==> src/rtl/if_id_decode_buffer.sv <==
// ============================================================================
// if_id_decode_buffer
//
// IF/ID boundary register with instruction pre-decode. Fetched 16-bit words
// and their PC are registered and presented to Decode split into fields.
// A word with bit IMM_FLAG_BIT set is the first half of a two-word
// instruction. The next accepted word is its 16-bit immediate, and both are
// issued together as one instruction.
//
// Optional build macro:
//   IF_ID_PERF_CNT_EN  adds saturating perf_issued / perf_bubbles counters.
//
// Ports:
//   clk           in   clock, all state updates on posedge
//   reset         in   asynchronous active-high reset
//   in_valid      in   instruction / in_pc carry a fetched word
//   instruction   in   fetched 16-bit word
//   in_pc         in   PC of the fetched word
//   stall         in   Decode cannot accept, hold everything
//   flush         in   branch taken, drop buffered and incoming words
//   fetch_hold    out  registered copy of stall, tells Fetch to hold its PC
//   id_valid      out  id_* describe a valid issued instruction
//   id_inst       out  first (opcode) word
//   id_imm        out  immediate word, 0 when id_has_imm = 0
//   id_has_imm    out  issued instruction is two words long
//   id_pc         out  PC of the first word
//   id_opcode     out  id_inst[15:11]
//   id_rd         out  id_inst[10:8]
//   id_rs         out  id_inst[7:5]
//   id_rt         out  id_inst[4:2]
//   perf_issued   out  (IF_ID_PERF_CNT_EN) issued instruction count
//   perf_bubbles  out  (IF_ID_PERF_CNT_EN) non-stalled idle cycle count
//
// State table:
//   state   | meaning
//   S_FIRST | expecting a first (opcode) word
//   S_IMM   | first word of a two-word instruction held, expecting immediate
// ============================================================================
module if_id_decode_buffer #(
    parameter int IMM_FLAG_BIT = 15,
    parameter int PC_W         = 32
) (
    input  logic            clk,
    input  logic            reset,
    input  logic            in_valid,
    input  logic [15:0]     instruction,
    input  logic [PC_W-1:0] in_pc,
    input  logic            stall,
    input  logic            flush,
    output logic            fetch_hold,
    output logic            id_valid,
    output logic [15:0]     id_inst,
    output logic [15:0]     id_imm,
    output logic            id_has_imm,
    output logic [PC_W-1:0] id_pc,
    output logic [4:0]      id_opcode,
    output logic [2:0]      id_rd,
    output logic [2:0]      id_rs,
    output logic [2:0]      id_rt
`ifdef IF_ID_PERF_CNT_EN
    ,
    output logic [15:0]     perf_issued,
    output logic [15:0]     perf_bubbles
`endif
);

    typedef enum logic {
        S_FIRST = 1'b0,
        S_IMM   = 1'b1
    } state_t;

    state_t          state;
    state_t          state_nxt;

    logic            accept;

    logic [15:0]     hold_inst;
    logic [PC_W-1:0] hold_pc;

    logic            id_valid_nxt;
    logic [15:0]     id_inst_nxt;
    logic [15:0]     id_imm_nxt;
    logic            id_has_imm_nxt;
    logic [PC_W-1:0] id_pc_nxt;
    logic [15:0]     hold_inst_nxt;
    logic [PC_W-1:0] hold_pc_nxt;
    logic            issue;

    assign accept = in_valid & ~stall & ~flush;

    // ------------------------------------------------------------------
    // State register
    // ------------------------------------------------------------------
    always_ff @(posedge clk or posedge reset) begin
        if (reset) begin
            state <= S_FIRST;
        end else begin
            state <= state_nxt;
        end
    end

    // ------------------------------------------------------------------
    // Next-state logic. Flush wins over everything; stall leaves the
    // state alone because accept is already low.
    // ------------------------------------------------------------------
    always_comb begin
        state_nxt = state;
        if (flush) begin
            state_nxt = S_FIRST;
        end else if (accept) begin
            case (state)
                S_FIRST: begin
                    if (instruction[IMM_FLAG_BIT]) begin
                        state_nxt = S_IMM;
                    end
                end
                S_IMM:   state_nxt = S_FIRST;
                default: state_nxt = S_FIRST;
            endcase
        end
    end

    // ------------------------------------------------------------------
    // Output logic: computes the values the issue and hold registers
    // take on the next edge.
    // Non-stalled cycles that do not issue drop id_valid and clear the
    // immediate fields, so id_imm is always 0 while id_has_imm is 0.
    // id_inst / id_pc keep their last value on such bubble cycles.
    // ------------------------------------------------------------------
    always_comb begin
        id_valid_nxt   = id_valid;
        id_inst_nxt    = id_inst;
        id_imm_nxt     = id_imm;
        id_has_imm_nxt = id_has_imm;
        id_pc_nxt      = id_pc;
        hold_inst_nxt  = hold_inst;
        hold_pc_nxt    = hold_pc;
        issue          = 1'b0;

        if (flush) begin
            id_valid_nxt   = 1'b0;
            id_has_imm_nxt = 1'b0;
            id_imm_nxt     = 16'h0000;
            hold_inst_nxt  = 16'h0000;
            hold_pc_nxt    = '0;
        end else if (!stall) begin
            id_valid_nxt   = 1'b0;
            id_has_imm_nxt = 1'b0;
            id_imm_nxt     = 16'h0000;
            if (accept) begin
                case (state)
                    S_FIRST: begin
                        if (instruction[IMM_FLAG_BIT]) begin
                            hold_inst_nxt = instruction;
                            hold_pc_nxt   = in_pc;
                        end else begin
                            issue        = 1'b1;
                            id_valid_nxt = 1'b1;
                            id_inst_nxt  = instruction;
                            id_pc_nxt    = in_pc;
                        end
                    end
                    S_IMM: begin
                        // The immediate's own flag bit carries no meaning.
                        issue          = 1'b1;
                        id_valid_nxt   = 1'b1;
                        id_inst_nxt    = hold_inst;
                        id_pc_nxt      = hold_pc;
                        id_imm_nxt     = instruction;
                        id_has_imm_nxt = 1'b1;
                    end
                    default: begin
                        id_valid_nxt = 1'b0;
                    end
                endcase
            end
        end
    end

    // ------------------------------------------------------------------
    // Issue, hold and fetch_hold registers
    // ------------------------------------------------------------------
    always_ff @(posedge clk or posedge reset) begin
        if (reset) begin
            id_valid   <= 1'b0;
            id_inst    <= 16'h0000;
            id_imm     <= 16'h0000;
            id_has_imm <= 1'b0;
            id_pc      <= '0;
            hold_inst  <= 16'h0000;
            hold_pc    <= '0;
            fetch_hold <= 1'b0;
        end else begin
            id_valid   <= id_valid_nxt;
            id_inst    <= id_inst_nxt;
            id_imm     <= id_imm_nxt;
            id_has_imm <= id_has_imm_nxt;
            id_pc      <= id_pc_nxt;
            hold_inst  <= hold_inst_nxt;
            hold_pc    <= hold_pc_nxt;
            fetch_hold <= stall;
        end
    end

    // Field split always follows the registered word, valid or not.
    assign id_opcode = id_inst[15:11];
    assign id_rd     = id_inst[10:8];
    assign id_rs     = id_inst[7:5];
    assign id_rt     = id_inst[4:2];

`ifdef IF_ID_PERF_CNT_EN
    // ------------------------------------------------------------------
    // Saturating performance counters, frozen while stalled.
    // perf_issued counts on the edge that loads a new issue.
    // perf_bubbles counts non-stalled cycles where id_valid is low.
    // ------------------------------------------------------------------
    always_ff @(posedge clk or posedge reset) begin
        if (reset) begin
            perf_issued  <= 16'h0000;
            perf_bubbles <= 16'h0000;
        end else if (!stall) begin
            if (issue && (perf_issued != 16'hFFFF)) begin
                perf_issued <= perf_issued + 16'd1;
            end
            if (!id_valid && (perf_bubbles != 16'hFFFF)) begin
                perf_bubbles <= perf_bubbles + 16'd1;
            end
        end
    end
`endif

endmodule

==> config.mk <==
export PLATFORM = sky130hd
export DESIGN_NAME = if_id_decode_buffer
export DESIGN_NICKNAME = d
export VERILOG_FILES = /design/src/rtl/if_id_decode_buffer.sv
export SDC_FILE = /design/constraint.sdc
export NUM_CORES = 1
export LEC_CHECK = 0
export ABC_AREA = 1
export ABC_CLOCK_PERIOD_IN_PS = 4750
export CAP_MARGIN = 15
export CORE_ASPECT_RATIO = 1.75
export CORE_UTILIZATION = 49
export CTS_CLUSTER_DIAMETER = 60
export DETAILED_ROUTE_END_ITERATION = 6
export GPL_TIMING_DRIVEN = 1
export PLACE_DENSITY = 0.8
export SYNTH_ARGS = -nofsm -noshare
export SYNTH_HDL_FRONTEND = slang
export SYNTH_SLANG_ARGS = --single-unit
==> constraint.sdc <==
create_clock -name clk -period 4.75 [get_ports clk]
set_clock_uncertainty 0.2 [all_clocks]
set_input_delay 0.95 -clock clk [delete_from_list [all_inputs] [get_ports clk]]
set_output_delay 0.95 -clock clk [all_outputs]
set_load 0.1 [all_outputs]
# Word level (Yosys, flattened, before mapping)
# Index checks and enable logic that the tools add are counted.
# classes
n_mux,31
bitwise,5
n_eq_ne,3
reduce_logical,4
# ops
operator,count
32-bit two-way mux,6
16-bit two-way mux,10
32-bit one-hot mux with 2 select lines,1
16-bit one-hot mux with 2 select lines,1
1-bit two-way mux,11
4-bit AND reduction,2
"2-bit != test, second input constant",2
1-bit one-hot mux with 2 select lines,2
2-bit nonzero test,2
1-bit NOT,3
1-bit AND,2
"2-bit by 1-bit != test with 1-bit output, second input constant",1
# totals
input_bits,53
regBits,116
out_inout_bits,81

# Depth between registers and ports, before layout
# Gate-level depths: netlist of the first run.
# logic_depth
word_depth,6
depth_mapped,7
ltp_nobuf,5

# Worst setup path after synthesis of the first run
# No wires, ideal clock.
# synth_path
kind,reg-to-output
startpoint,reg id_inst[11]
endpoint,out id_opcode[0]
arrival_ns,1.340
path_buffers,1
t_required_ns,3.600
stages_incl_launch_ff,2
setup_slack_ns,2.260
path_cell_list,dfrtp_1 -> buf_4
# synth_lines
item,line,source
start: declaration,52,"output logic [15:0] id_inst,"
start signal: assignment,195,id_inst <= id_inst_nxt;
end: declaration,56,"output logic [4:0] id_opcode,"
# No word-level cell between the ends.

# Final worst setup path of the first run
# layout_path
startpoint,reg state
endpoint,reg hold_inst[9]
# layout_between
elab_chain_len,2
# layout_rtl
item,line,source
start: declaration,72,state_t state;
start signal: assignment,98,state <= state_nxt;
2-bit != test (no source line),-,
4-bit AND reduction (no source line),-,
end signal: assignment,199,hold_inst <= hold_inst_nxt;
end: declaration,77,logic [15:0] hold_inst;
# Every way passes these cells.
# A chain may end at the register's enable or synchronous reset.

==> flow_summary.ini, run 1 <==
[min_path]
hp-class = flop to flop
worstHoldPathCells = 2

[timing]
tightest_slew_ns = 1.13
max_freq_ghz = 0.312
rsz0062_at_grt = false
slew_headroom_pct = 24.4
finalSetupViolations = 0
fin_crit_ns = 3.21
finalHoldViolCount = 0
period_share_pct = 67.5
fin_setup_tns_ns = 0
whs_ns = 0.276
maxSlewViolCount = 0

[setup_path]
start_kind = flop
critPathKind = flop to flop
critPathRequiredTime_ns = 4.90
crit_fanout = 48
rrSetupSlack_ns = 1.54
cp.arrival_ns = 3.35
crit_path_end_kind = flop
reg2reg_depth = 5

[routing]
via_count = 5085
drt-vias-per-instance = 5.56
drt_iter0_drc = 484
post-route-drc-count = 0
wire_per_inst_um = 16.1
antenna_left = 0
drt_wl_total_um = 14700
firstDrtPassIters = 5

[finish]
fin_nets = 826
layout-area-overhead-vs-synth_pct = 33.6
drive_gt1_share_pct = 5.61
antenna_cells = 0
nFillCells = 901

[floorplan]
coreArea_mm2 = 0.0106
start_util_pct = 50.1
pin_count = 134
die-height_um = 140
die-area_mm2 = 0.0113
die_x_um = 80.8
num_rows = 50

[synthesis]
ys_ff_latch = 116
yosysWarningCount = 0
yosysMostFrequentCell = nand2_1
synth_fp_nets = 732
postSynthCellCount = 679
ys.flop_type = dfrtp_1
syn_area_per_cell_um2 = 7.85
ys_seq_area_share_pct = 54.5
syn_area_mm2 = 0.00533
yosysTopAreaCell = dfrtp_1
synth.distinct_cells = 13
async_flop_share_pct = 100
netlist_top_cells_area = dfrtp_1 (54%), nand2_1 (23%), nand3_1 (15%), buf_4 (2.8%), buf_2 (2.4%)
synth_edf_count = 0
synth_top_area_share_pct = 54.5
synth_commonest_cells = nand2_1 (325), nand3_1 (159), dfrtp_1 (116), buf_2 (26), buf_4 (20)

[clock_tree]
h-tree-depth = 4
holdBufCountCts = 0
cts_buffer_depth = 2
root_buffer = clkbuf_16
numCtsBuffers = 17
numClockSinks = 116
clk_pin_slew_ns = 0.05
cts_tree = done
clock_latency_ns = 0.41
postCtsSetupRepairBufs = 0
ctsResizeCount = 0

[global_route]
grt_usage_pct = 28.0
grt_overflow = 0
grt_pass1_wl_um = 24400
antenna_found_initial = 0
grt_pass1_vias = 5156
grt_max_degree = 76

[place]
hpwl_um = 9070
io_buffers = 133
place.gp.congestion = 0.819

[job]
cap_viol_max_count = 0

[pwr]
leakagePower_uw = 0.00371
p_per_area_mw_per_mm2 = 523
ir_worst_vdd_uv = 367

[run_status]
status = finished clean
-- cell type report --
| type | instances | area (um^2) | share of cell area [%] |
|---|---|---|---|
| Clock inverter | 4 | 70.1 | 0.984 |
| Clock buffer | 27 | 503 | 7.06 |
| Sequential cell | 116 | 2900 | 40.8 |
| Tap cell | 130 | 163 | 2.28 |
| Multi-Input combinational cell | 492 | 2080 | 29.2 |
| Inverter | 7 | 28.8 | 0.404 |
| Timing Repair Buffer | 139 | 1380 | 19.3 |
-- power by group --
| group | internal [uW] | switching, uW |
|---|---|---|
| Combinational | 280 | 1030 |
| Sequential | 1100 | 73.4 |
| Clock | 823 | 424 |
-- layer usage --
layer / GRT usage, % / part of all wire (%)
met1: 32.2 / 37
met2: 48.0 / 54
met3: 6.12 / 5.8
met4: 13.7 / 3.3
met5: 0 / 0
-- cell families (layout without fill, tap and decap cells) --
family | after synthesis | count (layout) | share of synthesized area, %
AOI/OAI and AO/OA | 2 | 2 | 0.188
buffers and inverters | 71 | 177 | 7.02
DFF | 116 | 116 | 54.5
and+or+nand+nor | 490 | 490 | 38.3
-- final timing paths --
path | from | end
max in group asynchronous | reset | hold_pc[2]
min in group asynchronous | reset | id_pc[10]
worst max register to register | state | hold_inst[9]
worst min-delay path | id_imm[9] | id_imm[9]
worst max-delay path | state | hold_inst[9]
worst min register to register | id_imm[9] | id_imm[9]
-- sequential cells by signal, indices dropped and copies added (netlist names) --
name        count
id_pc          32
state           1
hold_inst      16
id_imm         16
hold_pc        32
id_inst        16
id_has_imm      1
fetch_hold      1
id_valid        1
-- through the flow --
step / area (um^2) / power [uW] / setup WS [ns] / std cells / utilization [%]
2_1_floorplan: 5330 / 2190 / 0.528 / 679 / -
3_3_place_gp: 6550 / 2480 / 1.34 / 884 / 61.6
3_5_place_dp: 6550 / 2490 / 1.20 / 884 / 61.6
4_1_cts: 7120 / 3730 / 1.62 / 915 / 67.0
5_1_grt: 7120 / 3830 / 1.32 / 915 / 67.0
6_report: 7120 / 3730 / 1.54 / 915 / 67.0
-- worst max-delay path, cell delays in order, from the launching register on --
cell and delay [ns]:
dfrtp_2 0.40, inv_2 0.63, nand2_2 0.51, nor2_4 1.01
nand3_1 0.21, nand2_1 0.13
-- cell usage in the layout (no fill, tap or decap) --
cell type and n:
a21oi_1 2, buf_4 6, bufinv_16 2, clkbuf_1 6, clkbuf_16 17, clkbuf_8 4
clkdlybuf4s50_1 133, clkinv_2 2, dfrtp_1 115, dfrtp_2 1, inv_1 2, inv_2 4
inv_4 1, nand2_1 323, nand2_2 3, nand3_1 158, nand3_2 1, nor2_1 2
nor2_2 1, nor2_4 2
No activity file was read; power rests on OpenSTA's default activity.
==> inputs of run 2 (changes only) <==
--- a/config.mk
+++ b/config.mk
@@ -6,7 +6,7 @@
 export NUM_CORES = 1
 export LEC_CHECK = 0
 export ABC_AREA = 1
-export ABC_CLOCK_PERIOD_IN_PS = 4750
+export ABC_CLOCK_PERIOD_IN_PS = 3100
 export CAP_MARGIN = 15
 export CORE_ASPECT_RATIO = 1.75
 export CORE_UTILIZATION = 49
==> constraint.sdc (replaced) <==
create_clock -name clk -period 3.1 [get_ports clk]
set_clock_uncertainty 0.2 [all_clocks]
set_input_delay 0.62 -clock clk [delete_from_list [all_inputs] [get_ports clk]]
set_output_delay 0.62 -clock clk [all_outputs]
set_load 0.1 [all_outputs]
==> flow_summary.ini, run 2 (synthesis gave the netlist of run 1 again) <==
[run_status]
status = finished clean

[clock_tree]
h-tree-depth = 4
ctsResizeCount = 0
holdBufCountCts = 0
postCtsSetupRepairBufs = 0
clock_latency_ns = 0.41
numClockSinks = 116
numCtsBuffers = 17
cts_buffer_depth = 2
clk_pin_slew_ns = 0.06
cts_tree = done
root_buffer = clkbuf_16

[routing]
drt_wl_total_um = 14600
post-route-drc-count = 0
drt-vias-per-instance = 5.50
drt_iter0_drc = 500
wire_per_inst_um = 15.8
antenna_left = 0
firstDrtPassIters = 6
via_count = 5081

[global_route]
grt_pass1_wl_um = 23600
grt_pass1_vias = 4902
antenna_found_initial = 1
grt_usage_pct = 27.4
grt_overflow = 0
grt_max_degree = 76

[pwr]
p_int_uw = 3430
ir_worst_vdd_uv = 598
combPwrFrac_pct = 33.6
power_frac_seq_pct = 31.1
p_per_area_mw_per_mm2 = 821
p_sw_share_pct = 41.0
clock_power_share_pct = 35.4
leakagePower_uw = 0.00389
switchingPower_uw = 2380

[floorplan]
die-area_mm2 = 0.0113
coreArea_mm2 = 0.0106
die-height_um = 140
start_util_pct = 50.1
die_x_um = 80.8
num_rows = 50
pin_count = 134

[timing]
rsz0062_at_grt = false
tightest_slew_ns = 0.932
finalSetupViolations = 0
finalHoldViolCount = 0
slew_headroom_pct = 37.6
maxSlewViolCount = 0
period_share_pct = 74.1
fin_crit_ns = 2.30
max_freq_ghz = 0.435
fin_setup_tns_ns = 0
whs_ns = 0.282

[finish]
top_regs = hold_pc (32), id_pc (32)
final_cell_mix = nand2_1 (323), nand3_1 (158), dfrtp_1 (115)
fin_nets = 833
layout-area-overhead-vs-synth_pct = 32.8
drive_gt1_share_pct = 17.4
layout_commonest_cell = nand2_1
nFillCells = 862

[setup_path]
start_kind = flop
crit_path_end_kind = flop
cp_common_cell = nand2_1
cpMaxStageDelayCell = dfrtp_2
critPathKind = flop to flop
critPathRequiredTime_ns = 3.19
crit_fanout = 28
cp.arrival_ns = 2.39
max_stage_delay_ns = 0.72
path_cells = inv_2 > nand2_2 > nand3_2 > buf_4 > nand2_1 > nand2_1

[min_path]
hp-class = flop to flop

[job]
cap_viol_max_count = 0

[place]
hpwl_um = 9460
io_buffers = 133
place.gp.congestion = 0.854
==> run 2: cell type report <==
cell class	instances	area, um^2	share of cell area, %
multi-input cells	492	2080	29.4
inverters	7	30.0	0.424
flip-flops and latches	116	2900	41.0
clock inverters	13	183	2.58
repair buffers	146	1280	18.0
well taps	130	163	2.30
diodes	1	2.50	0.0353
clock buffers	19	443	6.26
==> run 2: metal layers <==
| metal | vias up | share of wire [%] | track usage [%] | wire, um |
|---|---|---|---|---|
| li1 | 2358 | - | - | - |
| met1 | 2453 | 38 | 33.3 | 5570 |
| met2 | 238 | 53 | 44.1 | 7680 |
| met3 | 32 | 6.1 | 6.25 | 893 |
| met4 | 0 | 2.9 | 14.8 | 425 |
| met5 | - | 0 | 0 | 0 |
==> run 2: metrics by stage <==
stage,std cells,worst slack [ns],util [%],total power (uW),cell area (um^2)
floorplan,679,0.867,-,3350,5330
global placement,891,0.559,60.7,3760,6450
detailed placement,891,0.515,60.7,3780,6450
CTS,923,0.834,66.5,5830,7080
global route,924,0.642,66.6,5970,7080
finish,924,0.802,66.6,5810,7080
==> run 2: worst max-delay path, delay by kind of cell, from the launching register on <==
kind,cells,cell delay [ns]
AND/OR/NAND/NOR,4,0.82
flip-flops,1,0.72
buffers and inverters,2,0.41
==> run 2: power groups by stage <==
stage	Combinational, uW	Clock [uW]	Sequential, uW
floorplan	604	0	2750
global placement	1930	0	1820
detailed placement	1950	0	1820
CTS	1960	2070	1800
global route	2030	2130	1820
finish	1950	2050	1800
==> run 2: path summary, 6_finish.rpt <==
path | startpoint | endpoint | slack (ns) | depth (start not counted)
max in group asynchronous | reset | state | 1.63 | 3
max | state | id_pc[11] | 0.80 | 6
min in group asynchronous | reset | id_inst[4] | 0.35 | 2
max reg2reg | state | id_pc[11] | 0.80 | 6
min | id_pc[7] | id_pc[7] | 0.28 | 2
min reg2reg | id_pc[7] | id_pc[7] | 0.28 | 2
